File: config.mk
export PLATFORM = sky130hd
export DESIGN_NAME = frog_game_ctrl
export DESIGN_NICKNAME = d
export VERILOG_FILES = /design/src/rtl/frog_game_ctrl.sv
export SDC_FILE = /design/constraint.sdc
export NUM_CORES = 1
export LEC_CHECK = 0
export CAP_MARGIN = 15
export CORE_MARGIN = 4
export CORE_UTILIZATION = 25
export DETAILED_ROUTE_END_ITERATION = 16
export DONT_BUFFER_PORTS = 1
export GPL_ROUTABILITY_DRIVEN = 0
export PLACE_DENSITY = 0.42
export SLEW_MARGIN = 25
export SYNTH_ARGS = -nofsm -noshare
export SYNTH_HDL_FRONTEND = slang
export SYNTH_SLANG_ARGS = --single-unit
File: constraint.sdc
create_clock -name clk -period 2.9 [get_ports clk]
set_clock_uncertainty 0.05 [all_clocks]
set_input_delay 0.435 -clock clk [delete_from_list [all_inputs] [get_ports clk]]
set_output_delay 0.435 -clock clk [all_outputs]
set_load 0.03 [all_outputs]
File: src/rtl/frog_game_ctrl.sv
// frog_game_ctrl: round sequencer, rate-limited move pulses, lives and score for the frog game
module frog_game_ctrl #(
    parameter int LIVES      = 3,
    parameter int GOAL_X     = 14,
    parameter int HIT_CYCLES = 4,
    parameter int WIN_CYCLES = 4,
    parameter int HOLDOFF    = 2,
    parameter int SCORE_W    = 8
) (
    input  logic               clk,
    input  logic               reset,
    input  logic               start,
    input  logic [3:0]         player_input,
    input  logic [3:0]         frog_x,
    input  logic               car_hit,
    output logic               new_game,
    output logic               gameover,
    output logic [3:0]         move_cmd,
    output logic [2:0]         lives,
    output logic [SCORE_W-1:0] score,
    output logic [2:0]         state_o
);
    localparam logic [2:0] S_IDLE  = 3'd0;
    localparam logic [2:0] S_START = 3'd1;
    localparam logic [2:0] S_PLAY  = 3'd2;
    localparam logic [2:0] S_HIT   = 3'd3;
    localparam logic [2:0] S_WIN   = 3'd4;
    localparam logic [2:0] S_OVER  = 3'd5;
    localparam int CW = $clog2((HIT_CYCLES > WIN_CYCLES ? HIT_CYCLES : WIN_CYCLES) + 1);
    localparam int HW = $clog2(HOLDOFF + 2);

    logic [2:0]    r_state;
    logic          r_start_prev;
    logic [3:0]    r_btn_prev;
    logic [CW-1:0] r_cnt;
    logic [HW-1:0] r_hold;
    logic          w_start_edge;
    logic [3:0]    w_btn_edge;
    logic [3:0]    w_pick;

    assign state_o = r_state;

    // Rising edges of the buttons and the single highest-priority move (up > down > left > right)
    always_comb begin
        w_start_edge = start & ~r_start_prev;
        w_btn_edge   = player_input & ~r_btn_prev;
        w_pick       = w_btn_edge[3] ? 4'b1000 :
                       w_btn_edge[2] ? 4'b0100 :
                       w_btn_edge[1] ? 4'b0010 :
                       w_btn_edge[0] ? 4'b0001 : 4'b0000;
    end

    // Round state machine; every output is registered and set on the edge that enters its state
    always_ff @(posedge clk or posedge reset) begin
        if (reset) begin
            r_state      <= S_IDLE;
            r_start_prev <= 1'b1;
            r_btn_prev   <= 4'hf;
            r_cnt        <= '0;
            r_hold       <= '0;
            new_game     <= 1'b0;
            gameover     <= 1'b1;
            move_cmd     <= 4'b0;
            lives        <= 3'd0;
            score        <= '0;
        end else begin
            r_start_prev <= start;
            r_btn_prev   <= player_input;
            new_game     <= 1'b0;
            move_cmd     <= 4'b0;
            if (r_state == S_PLAY && r_hold != '0)
                r_hold <= r_hold - 1'b1;
            case (r_state)
                S_IDLE, S_OVER: begin
                    if (w_start_edge) begin
                        r_state  <= S_START;
                        new_game <= 1'b1;
                        lives    <= LIVES[2:0];
                        score    <= '0;
                        gameover <= 1'b0;
                        r_hold   <= '0;
                    end
                end
                S_START: r_state <= S_PLAY;
                S_PLAY: begin
                    if (car_hit) begin
                        r_state  <= S_HIT;
                        gameover <= 1'b1;
                        lives    <= (lives == 3'd0) ? 3'd0 : lives - 1'b1;
                        r_cnt    <= CW'(HIT_CYCLES - 1);
                    end else if (frog_x == GOAL_X[3:0]) begin
                        r_state  <= S_WIN;
                        gameover <= 1'b1;
                        score    <= (&score) ? score : score + 1'b1;
                        r_cnt    <= CW'(WIN_CYCLES - 1);
                    end else if (r_hold == '0 && w_pick != 4'b0) begin
                        move_cmd <= w_pick;
                        r_hold   <= HW'(HOLDOFF);
                    end
                end
                S_HIT, S_WIN: begin
                    if (r_cnt != '0) begin
                        r_cnt <= r_cnt - 1'b1;
                    end else if (r_state == S_HIT && lives == 3'd0) begin
                        r_state <= S_OVER;
                    end else begin
                        r_state  <= S_PLAY;
                        new_game <= 1'b1;
                        gameover <= 1'b0;
                        r_hold   <= '0;
                    end
                end
                default: r_state <= S_IDLE;
            endcase
        end
    end
endmodule
Word-level counts from Yosys, hierarchy flattened

Index checks and enable logic that the tools add are counted.

Flip-flop bits (word level): 30
Bits of input ports: 12
Output and inout port bits: 20
Word-level logic and storage cells: 98

$add $sub $neg: 4
Equality and inequality tests: 15
Multiplexer cells: 45
Bitwise logic cells: 4
Reduce and logical (&&, ||, !) cells: 20

Operators by type and width:

| operator              | count |
|---|---|
| $mux W3               | 12 |
| $mux W8               | 4 |
| $mux W4               | 5 |
| $mux W2               | 8 |
| $pmux W8 S2           | 1 |
| $ne A2 B2 Y1 const B  | 7 |
| $pmux W3 S2           | 2 |
| $pmux W3 S4           | 1 |
| $reduce_and A5 Y1     | 2 |
| $mux W1               | 9 |
| $reduce_and A3 Y1     | 3 |
| $add A8 B1 Y8 const B | 1 |
| $reduce_and A8 Y1     | 1 |
| $eq A3 B2 Y1 const B  | 2 |
| $eq A3 B3 Y1 const B  | 2 |
| $logic_not A3 Y1      | 2 |
| $pmux W2 S3           | 1 |
| $reduce_bool A2 Y1    | 3 |
| $reduce_bool A3 Y1    | 2 |
| $sub A3 B1 Y3 const B | 2 |
| $and A4 B4 Y4         | 1 |
| $eq A4 B4 Y1 const B  | 1 |
| $not A4 Y4            | 1 |
| $reduce_bool A4 Y1    | 1 |
| other kinds (11)      | 14 |

Logic depth before layout (Yosys ltp)

Depth after elaboration: 12
Gate-level depth with buffers: 7
Depth with buffers taken out: 7

Least setup slack after synthesis

Ideal clock, no wire load.

Kind: flip-flop to flip-flop
Start: reg r_state[2] (netlist: state_o[2])
End: reg r_state[2] (netlist: state_o[2])
Setup time: 0.125 ns
Data arrival time: 1.728 ns
Path slack: 0.997 ns
Cell stages (with the launch flop): 6
Buffers on the path: 1
Period minus slack after synthesis: 1.903 ns
Cell sequence: dfrtp_1 -> buf_4 -> or2_2 -> a21oi_2 -> a221o_1 -> mux2_4

Cells in the longest elaborated chain, start to end: 5

Ends and longest elaborated chain:

| element                  | line    | text |
|---|---|---|
| start: declaration       | 32      | `logic [2:0] r_state;` |
| start signal: assignment | 56      | `r_state <= S_IDLE;` |
| start signal: assignment | 76      | `r_state <= S_START;` |
| start signal: assignment | 84      | `S_START: r_state <= S_PLAY;` |
| $eq A3 B2 Y1             | 73, 104 |  |
| $logic_and A1 B1 Y1      | 104     | `end else if (r_state == S_HIT && lives == 3'd0) begin` |
| $mux W3                  | 104     |  |
| $mux W3                  | 102     | `if (r_cnt != '0) begin` |
| $pmux W3 S4              | 73      | `case (r_state)` |

Several ways; a longest one is shown, not always the timed one. The select of a mux whose other input is x is not followed.
A chain may end at the register's enable or synchronous reset.

Worst setup path in the final report

Start: reg r_state[0] (netlist: state_o[0])
End: reg r_state[2] (netlist: state_o[2])

The elaborated chain is that of the path after synthesis.

==> out/metrics.yaml <==
pin_count: 32
fmax_ghz: 0.468
die_height_um: 87.7
vias: 1220
cts.sinks: 30
post_cts_buffers: 0
fillers: 619
r2r_end: "state_o[2]"
worstPathCellList: "or2_2 > a21oi_2 > a221o_1 > mux2_4"
cp_max_fo: 13
seq_area_um2: 758
setup.worst_path.start: "state_o[0]"
first_pass_iters: 4
period_share: 0.737
clk_pin_slew_ns: 0.06
finalHoldViolCount: 0
r2r_setup_slack_ns: 0.76
postSynthCellCount: 157
grt_max_degree: 31
worstPathRequired_ns: 3.01
die_width_um: 87.7
cts_tree: "done"
overflow: 0
worst_ir_drop_vdd_uv: 270
dieArea_mm2: 0.00769
setup_viol: 0
fin_crit_ns: 2.14
hp-class: "input pin to asynchronous set/reset pin"
cts_resized: 0
viasPerCell: 5.13
r2r_start: "state_o[0]"
yosysUniqueCellTypes: 51
ys.flop_type: "dfrtp_1"
n_antenna_cell: 0
ys_ff_latch: 30
tightest_slew_ns: 0.712
relSlewSlack: 0.525
core-area_mm2: 0.00603
drive_gt1_frac: 0.172
synthArstFlopShare: 1.00
drt-total-wl_mm: 3.75
crit_end: "state_o[2]"
gr-usage-all-layers: 0.104
cpPeakStageDelay_ns: 0.65
seq_area_frac_synth: 0.478
start_kind: "register"
outcome: "finished clean"
reg2reg_depth: 4
crit_arrival_ns: 2.25
clk_path_buf_depth: 2
synth_edf_count: 0
leakagePower_nw: 0.711
cts_hold_buf: 0
drv_slew: 0
synth_area_per_cell_um2: 10.1
syn-cell-area_mm2: 0.00159
yosysTopAreaCellShare: 0.378
synthToLayoutAreaGrowth_pct: 10.7
hpwl_mm: 2.84
wl_per_cell_um: 15.8
cap_viol_max_count: 0
critPathSlowestCell: "dfrtp_1"
drcViolationCount: 0
yosys.area.top_type: "dfrtp_1"
drtIter0Drc: 48
nets: 178
postRouteAntennaNets: 0
synthTopCellsByArea: "dfrtp_1, dfstp_2, nor2_1"
ys_warn_count: 0
grt_pass1_wl_mm: 6.07
tns_ns: 0
rsz0062_at_grt: "false"
synth_fp_nets: 173
clockRootBuffer: "clkbuf_8"
clkLatencyLatePin_ns: 0.28
hold_ws_ns: 0.0741
endpoint_kind: "register"
grt_pass1_vias: 1262
multiInputGateArea_um2: 769
num_rows: 28
antenna_found_initial: 0
port_buffers: 0
initial_utilization: 0.263
p_per_area_mw_per_mm2: 973
path_class: "register to register"
cts_buffers: 5
cts_max_level: 2
## metrics by stage
step | total power [mW] | utilization | cell area (µm²) | cells | setup slack, ns
detailed placement | 1.38 | 0.276 | 1660 | 230 | 0.775
CTS | 1.74 | 0.292 | 1760 | 238 | 0.756
floorplan | 1.25 | - | 1590 | 157 | 0.997
global route | 1.84 | 0.292 | 1760 | 238 | 0.678
finish | 1.71 | 0.292 | 1760 | 238 | 0.764
global placement | 1.35 | 0.276 | 1660 | 230 | 0.815
## logic make-up (layout without fill, tap and decap cells)
kind of cell,count (synthesis),after routing,synth area share
buf+inv,12,18,0.0378
fa+ha+maj,4,4,0.0315
simple gates,66,66,0.242
mux,3,3,0.0228
flops,30,30,0.478
compound gates,42,42,0.188
## final cells by class
class	instances	share of cell area
tap	75	0.0534
inverter	9	0.0192
clock buffer	6	0.0470
sequential	30	0.431
multi-input combinational	115	0.438
clock inverter	2	0.00712
timing repair buffer	1	0.00427
## worst min path at each step
stage | startpoint | endpoint | slack, ns | depth (start not counted)
detailed placement | reset | move_cmd[1] | 0.39 | 2
CTS | reset | move_cmd[1] | 0.08 | 2
global placement | reset | move_cmd[1] | 0.38 | 2
global route | player_input[3] | r_btn_prev[3] | 0.07 | 0
finish | reset | move_cmd[0] | 0.07 | 2
floorplan | player_input[0] | r_btn_prev[0] | 0.39 | 0
## critical path: cells and delay by family (launching register included)
family | cells | cell delay [ns]
and+or+nand+nor | 1 | 0.46
AOI/OAI and AO/OA | 2 | 0.56
muxes | 1 | 0.31
DFF | 1 | 0.65
## report_power, final
group	switching, mW	leakage [nW]	total (mW)	internal, mW
Clock	0.159	0.0472	0.350	0.190
Combinational	0.327	0.289	0.579	0.253
Sequential	0.260	0.375	0.781	0.521
Total	0.746	0.711	1.71	0.964
## registers in the layout, summed over array words and instances (netlist names), 2 cells and up
register,count
score,8
state_o,3
lives,3
r_cnt,3
r_btn_prev,4
move_cmd,4
r_hold,2
## layer usage
| metal | global-route usage | part of all wire | up-vias |
|---|---|---|---|
| li1 | - | - | 584 |
| met1 | 0.112 | 0.40 | 589 |
| met2 | 0.175 | 0.48 | 37 |
| met3 | 0.0461 | 0.093 | 10 |
| met4 | 0.0516 | 0.021 | 0 |
| met5 | 0 | 0 | - |
## cells in the mapped netlist, types with 2 or more instances
cell type and number:
o22ai_1 2, ha_1 4, dfrtp_1 24, nand4b_1 2, a21oi_1 6, nand2b_1 5, nand4_1 3, buf_4 2
o211ai_1 2, nand3b_1 2, o21a_1 3, nand2_1 12, nor2_1 16, nand3_1 8, dfstp_2 6, nor3_1 3
inv_1 9, o21ai_0 8, nor2b_1 2, o21ai_1 7
## cells in the final DEF (no fill, tap or decap), types with 2 or more instances in the layout
master,instances
dfrtp_1,24
nor2_1,16
nand2_1,12
inv_1,9
nand3_1,8
o21ai_0,8
o21ai_1,7
a21oi_1,6
clkbuf_8,6
dfstp_2,6
nand2b_1,5
ha_1,4
nand4_1,3
o21a_1,3
nor3_1,3
nand4b_1,2
nor2b_1,2
o211ai_1,2
nand3b_1,2
o22ai_1,2
Power figures use the tool's default switching activity.
